==> config.mk <==
export PLATFORM = sky130hd
export DESIGN_NAME = wb_pipe_reg
export DESIGN_NICKNAME = d
export VERILOG_FILES = /design/src/rtl/wb_pipe_reg.sv
export SDC_FILE = /design/constraint.sdc
export NUM_CORES = 1
export LEC_CHECK = 0
export CAP_MARGIN = 20
export CORE_MARGIN = 2
export CORE_UTILIZATION = 50
export CTS_BUF_LIST = sky130_fd_sc_hd__clkbuf_8
export DETAILED_ROUTE_END_ITERATION = 6
export PLACE_DENSITY = 0.8
export SETUP_SLACK_MARGIN = 0.4
export SLEW_MARGIN = 10
export SYNTH_ARGS = -nofsm -noshare
export SYNTH_HDL_FRONTEND = slang
export SYNTH_SLANG_ARGS = --single-unit
==> constraint.sdc <==
create_clock -name clk -period 3.8 [get_ports clk]
set_input_delay 0.38 -clock clk [delete_from_list [all_inputs] [get_ports clk]]
set_output_delay 0.38 -clock clk [all_outputs]
set_load 0.02 [all_outputs]
==> src/rtl/wb_pipe_reg.sv <==
// MEM/WB pipeline register with valid/ready handshake, 2-entry skid buffer,
// stall/flush and write filtering. Optional HI/LO transport: `define WB_HILO_EN.
module wb_pipe_reg #(
   parameter int REG_ADDR_W = 5,
   parameter int DATA_W     = 32,
   parameter int NUM_LANES  = 1
) (
   input  logic                            clk,
   input  logic                            rst,
   input  logic                            stall,
   input  logic                            flush,
   input  logic                            mem_valid,
   output logic                            mem_ready,
   input  logic [NUM_LANES*REG_ADDR_W-1:0] mem_wd,
   input  logic [NUM_LANES*DATA_W-1:0]     mem_wdata,
   input  logic [NUM_LANES-1:0]            mem_wreg,
   output logic                            wb_valid,
   input  logic                            wb_ready,
   output logic [NUM_LANES*REG_ADDR_W-1:0] wb_wd,
   output logic [NUM_LANES*DATA_W-1:0]     wb_wdata,
   output logic [NUM_LANES-1:0]            wb_wreg,
`ifdef WB_HILO_EN
   input  logic                            mem_whilo,
   input  logic [DATA_W-1:0]               mem_hi,
   input  logic [DATA_W-1:0]               mem_lo,
   output logic                            wb_whilo,
   output logic [DATA_W-1:0]               wb_hi,
   output logic [DATA_W-1:0]               wb_lo,
`endif
   output logic [1:0]                      occupancy
);

   localparam logic [1:0] ST_EMPTY = 2'd0;
   localparam logic [1:0] ST_ONE   = 2'd1;
   localparam logic [1:0] ST_FULL  = 2'd2;

   // Each entry splits into enable bits (masked when invalid or flushed)
   // and payload (left stale on flush, so wb_wd/wb_wdata hold).
`ifdef WB_HILO_EN
   localparam int EN_W = NUM_LANES + 1;
   localparam int PL_W = NUM_LANES*(REG_ADDR_W + DATA_W) + 2*DATA_W;
`else
   localparam int EN_W = NUM_LANES;
   localparam int PL_W = NUM_LANES*(REG_ADDR_W + DATA_W);
`endif

   logic [1:0]            state_q, state_d;
   logic                  wb_valid_q, wb_valid_d;
   logic                  mem_ready_q, mem_ready_d;
   logic [EN_W-1:0]       main_en_q, main_en_d, skid_en_q, skid_en_d;
   logic [PL_W-1:0]       main_pl_q, main_pl_d, skid_pl_q, skid_pl_d;

   logic                  accept;
   logic                  consume;
   logic [NUM_LANES-1:0]  r0_wreg;
   logic [NUM_LANES-1:0]  cap_wreg;
   logic [EN_W-1:0]       cap_en;
   logic [PL_W-1:0]       cap_pl;

   assign accept  = mem_valid & mem_ready_q & ~stall & ~flush;
   assign consume = wb_valid_q & wb_ready & ~stall & ~flush;

   // Writes to r0 are architecturally dead, so drop them at capture.
   always_comb begin
      for (int i = 0; i < NUM_LANES; i++) begin
         r0_wreg[i] = mem_wreg[i] & (mem_wd[i*REG_ADDR_W +: REG_ADDR_W] != '0);
      end
   end

   generate
      if (NUM_LANES == 2) begin : g_collide
         logic same_wd;
         assign same_wd  = (mem_wd[0 +: REG_ADDR_W] == mem_wd[REG_ADDR_W +: REG_ADDR_W]);
         // Younger lane 1 wins a same-register collision.
         assign cap_wreg = {r0_wreg[1], r0_wreg[0] & ~(r0_wreg[1] & same_wd)};
      end else begin : g_single
         assign cap_wreg = r0_wreg;
      end
   endgenerate

`ifdef WB_HILO_EN
   assign cap_en = {mem_whilo, cap_wreg};
   assign cap_pl = {mem_hi, mem_lo, mem_wd, mem_wdata};
`else
   assign cap_en = cap_wreg;
   assign cap_pl = {mem_wd, mem_wdata};
`endif

   always_comb begin
      // NOTE: every _d gets its hold value first so no path leaves it unassigned (no latch).
      state_d   = state_q;
      main_en_d = main_en_q;
      main_pl_d = main_pl_q;
      skid_en_d = skid_en_q;
      skid_pl_d = skid_pl_q;

      if (flush) begin
         state_d   = ST_EMPTY;
         main_en_d = '0;
         skid_en_d = '0;
      end else begin
         case (state_q)
            ST_EMPTY: begin
               if (accept) begin
                  main_en_d = cap_en;
                  main_pl_d = cap_pl;
                  state_d   = ST_ONE;
               end
            end
            ST_ONE: begin
               if (accept && consume) begin
                  main_en_d = cap_en;
                  main_pl_d = cap_pl;
               end else if (accept) begin
                  skid_en_d = cap_en;
                  skid_pl_d = cap_pl;
                  state_d   = ST_FULL;
               end else if (consume) begin
                  main_en_d = '0;
                  state_d   = ST_EMPTY;
               end
            end
            ST_FULL: begin
               if (consume) begin
                  main_en_d = skid_en_q;
                  main_pl_d = skid_pl_q;
                  skid_en_d = '0;
                  state_d   = ST_ONE;
               end
            end
            default: begin
               main_en_d = '0;
               skid_en_d = '0;
               state_d   = ST_EMPTY;
            end
         endcase
      end

      // Handshake outputs are registered copies of the next state, which
      // keeps wb_ready off any combinational path to mem_ready.
      wb_valid_d  = (state_d != ST_EMPTY);
      mem_ready_d = (state_d != ST_FULL);
   end

   always_ff @(posedge clk or posedge rst) begin
      if (rst) begin
         // NOTE: payload flops are reset as well because wb_wd/wb_wdata must read 0 out of reset.
         state_q     <= ST_EMPTY;
         wb_valid_q  <= 1'b0;
         mem_ready_q <= 1'b1;
         main_en_q   <= '0;
         main_pl_q   <= '0;
         skid_en_q   <= '0;
         skid_pl_q   <= '0;
      end else begin
         // NOTE: non-blocking assignments so every flop samples pre-edge values.
         state_q     <= state_d;
         wb_valid_q  <= wb_valid_d;
         mem_ready_q <= mem_ready_d;
         main_en_q   <= main_en_d;
         main_pl_q   <= main_pl_d;
         skid_en_q   <= skid_en_d;
         skid_pl_q   <= skid_pl_d;
      end
   end

   assign mem_ready = mem_ready_q;
   assign wb_valid  = wb_valid_q;
   assign occupancy = state_q;

`ifdef WB_HILO_EN
   assign {wb_whilo, wb_wreg}              = main_en_q;
   assign {wb_hi, wb_lo, wb_wd, wb_wdata}  = main_pl_q;
`else
   assign wb_wreg             = main_en_q;
   assign {wb_wd, wb_wdata}   = main_pl_q;
`endif

endmodule
==> results.ini <==
[timing]
fin_crit_ns=2.35
finalCritPeriodShare_pct=61.9
hold_viol_final=0
worst_pin_slew_ns=0.630
fin_skew_ns=0.0105
setup_tns_ns=0
setup_viol=0
grt_setup_unrepaired=false
final_max_slew_viol_count=0
timing.slew.headroom_pct=57.9
fmax_ghz=0.425

[layout]
fillers=558
fin_cells=438
area_growth_syn_to_layout_pct=31.5
seq_area_um2=2000
nNetsFinal=378
drive_gt1_share_pct=40.4
diodes=0
multi_input_area_um2=1530

[cts]
cts_max_level=3
cts_tree=built
clk_latency_ns=0.34
cts_hold_buffers=0
post_cts_buffers=0
path_clk_slew_ns=0.09
cts.sinks=80
cts_resized=0
cts_buffers=9
clk_path_buf_depth=2
root_buffer=clkbuf_8

[routing]
drc=0
wl_per_cell_um=15.5
ant_nets=0
vias=2254
first_pass_iters=4
routed_wirelength_mm=6.80
drt-initial-drc-count=64
drt-vias-per-instance=5.15

[global_routing]
overflow=0
grt_usage_pct=18.7
grt_max_degree=39
grt_pass1_wl_mm=11.4
grt_pass1_vias=2478
antenna_found_initial=0

[power]
power.density_nw_per_um2=525
power_mw=2.50
peakVddDrop_uv=369
p_leak_nw=1.99

[placed_design]
placed_cells=422
gp_congestion=0.772
numPortBuffers=85
dp_hpwl_mm=4.65

[setup_path]
worstPathCellList=clkdlybuf4s50_1 > nand3b_1 > a211o_1 > a21oi_4 > buf_12 > mux2_2
critPathBufInv=2
arrival_ns=2.58
crit_path_top_delay_cell=a21oi_4
rr_worst_depth=5
worst_r2r_endpoint=main_pl_q[18]
cp-start-kind=primary input
rrSetupSlack_ns=1.49
reg2reg_from=mem_ready
crit_fanout=21
end_kind=register
required_ns=4.03
crit_family=compound AO/OA/AOI/OAI gates
crit_path_max_incr_delay_ns=0.54
crit_type=in -> reg

[status]
status=completed

[logic_synthesis]
synth_top_area_share_pct=54.5
yosysMostFrequentCell=mux2_2
ys_ff_latch=80
yosysWarnings=0
avgSynthCellArea_um2=14.7
yosysSeqAreaShare_pct=55.2
yosys.area.top_type=dfrtp_1
synth_ff_type=dfrtp_1
synth_area_um2=3630
synth_common_cells=110 x mux2_2, 79 x dfrtp_1, 5 x nand2_1
syn_inst=247
async_reset_ff_share_pct=100
synth_edf_count=0
synth_cell_types=29
synth.net_count=291
synth_area_leaders=dfrtp_1 54%, mux2_2 34%, buf_6 0.93%

[run]
cap_violations=0

[floorplanning]
die_y_um=89.2
boundaryPins=86
coreArea_um2=7140
chipWidth_um=89.2
rows=31
start_util_pct=50.9
die-area_um2=7960

[min_path]
hp-class=in -> async

[final cells by class]
type | count | share of cell area [%]
flip-flops and latches | 80 | 42.0
multi-input cells | 149 | 32.0
repair buffers | 90 | 18.9
clock buffers | 9 | 2.60
well taps | 99 | 2.60
clock inverters | 7 | 1.65
inverters | 4 | 0.341
[registers in the layout, indices dropped and copies added, names as in the netlist]
| name | cells |
|---|---|
| main_pl_q | 37 |
| mem_ready | 1 |
| occupancy | 2 |
| skid_en_q | 1 |
| skid_pl_q | 37 |
| wb_valid | 1 |
| wb_wreg | 1 |
[worst max path at each step]
stage	start	endpoint	slack, ns	cells after the start
3_5_place_dp	stall	main_pl_q[30]	1.06	6
6_report	stall	main_pl_q[18]	1.45	6
4_1_cts	stall	main_pl_q[36]	1.42	6
2_1_floorplan	rst	main_pl_q[0]	1.37	1
3_3_place_gp	stall	main_pl_q[26]	1.13	6
5_1_grt	stall	main_pl_q[18]	1.31	6
[cell families (layout without fill, tap and decap cells)]
family	after synthesis	count (layout)	share of synthesized area, %
AO/OA/AOI/OAI	17	17	3.41
buffers and inverters	18	110	3.00
flip-flops	80	80	55.2
multiplexers	113	113	35.0
AND/OR/NAND/NOR	19	19	3.38
[cells in the final DEF (no fill, tap or decap), types with 3 or more instances in the layout]
cell	instances
mux2_2	110
clkdlybuf4s50_1	85
dfrtp_1	79
clkbuf_8	9
nand2_1	5
a21oi_1	4
buf_4	4
inv_1	3
o21ai_0	3
clkinv_4	3
[power breakdown]
part | leakage [nW] | total, mW | switching, mW | internal [mW]
combinational | 0.889 | 0.701 | 0.291 | 0.410
sequential | 0.995 | 1.17 | 0.106 | 1.06
clock | 0.104 | 0.633 | 0.322 | 0.311
[per-layer routing]
layer	track usage (%)	vias to the layer above	wire length [um]
met3	5.45	7	378
met1	24.7	1118	3150
met5	0	-	0
li1	-	1066	-
met2	29.5	63	3210
met4	6.92	0	60
[metrics by stage]
step | hold slack (ns) | setup slack, ns | area (um^2) | utilization [%]
floorplan | 0.452 | 1.37 | 3630 | -
global placement | 0.462 | 1.13 | 4570 | 64.0
detailed placement | 0.478 | 1.06 | 4570 | 64.0
CTS | 0.404 | 1.42 | 4770 | 66.9
global route | 0.441 | 1.31 | 4770 | 66.9
finish | 0.392 | 1.45 | 4770 | 66.9
Power figures use the tool's default switching activity.
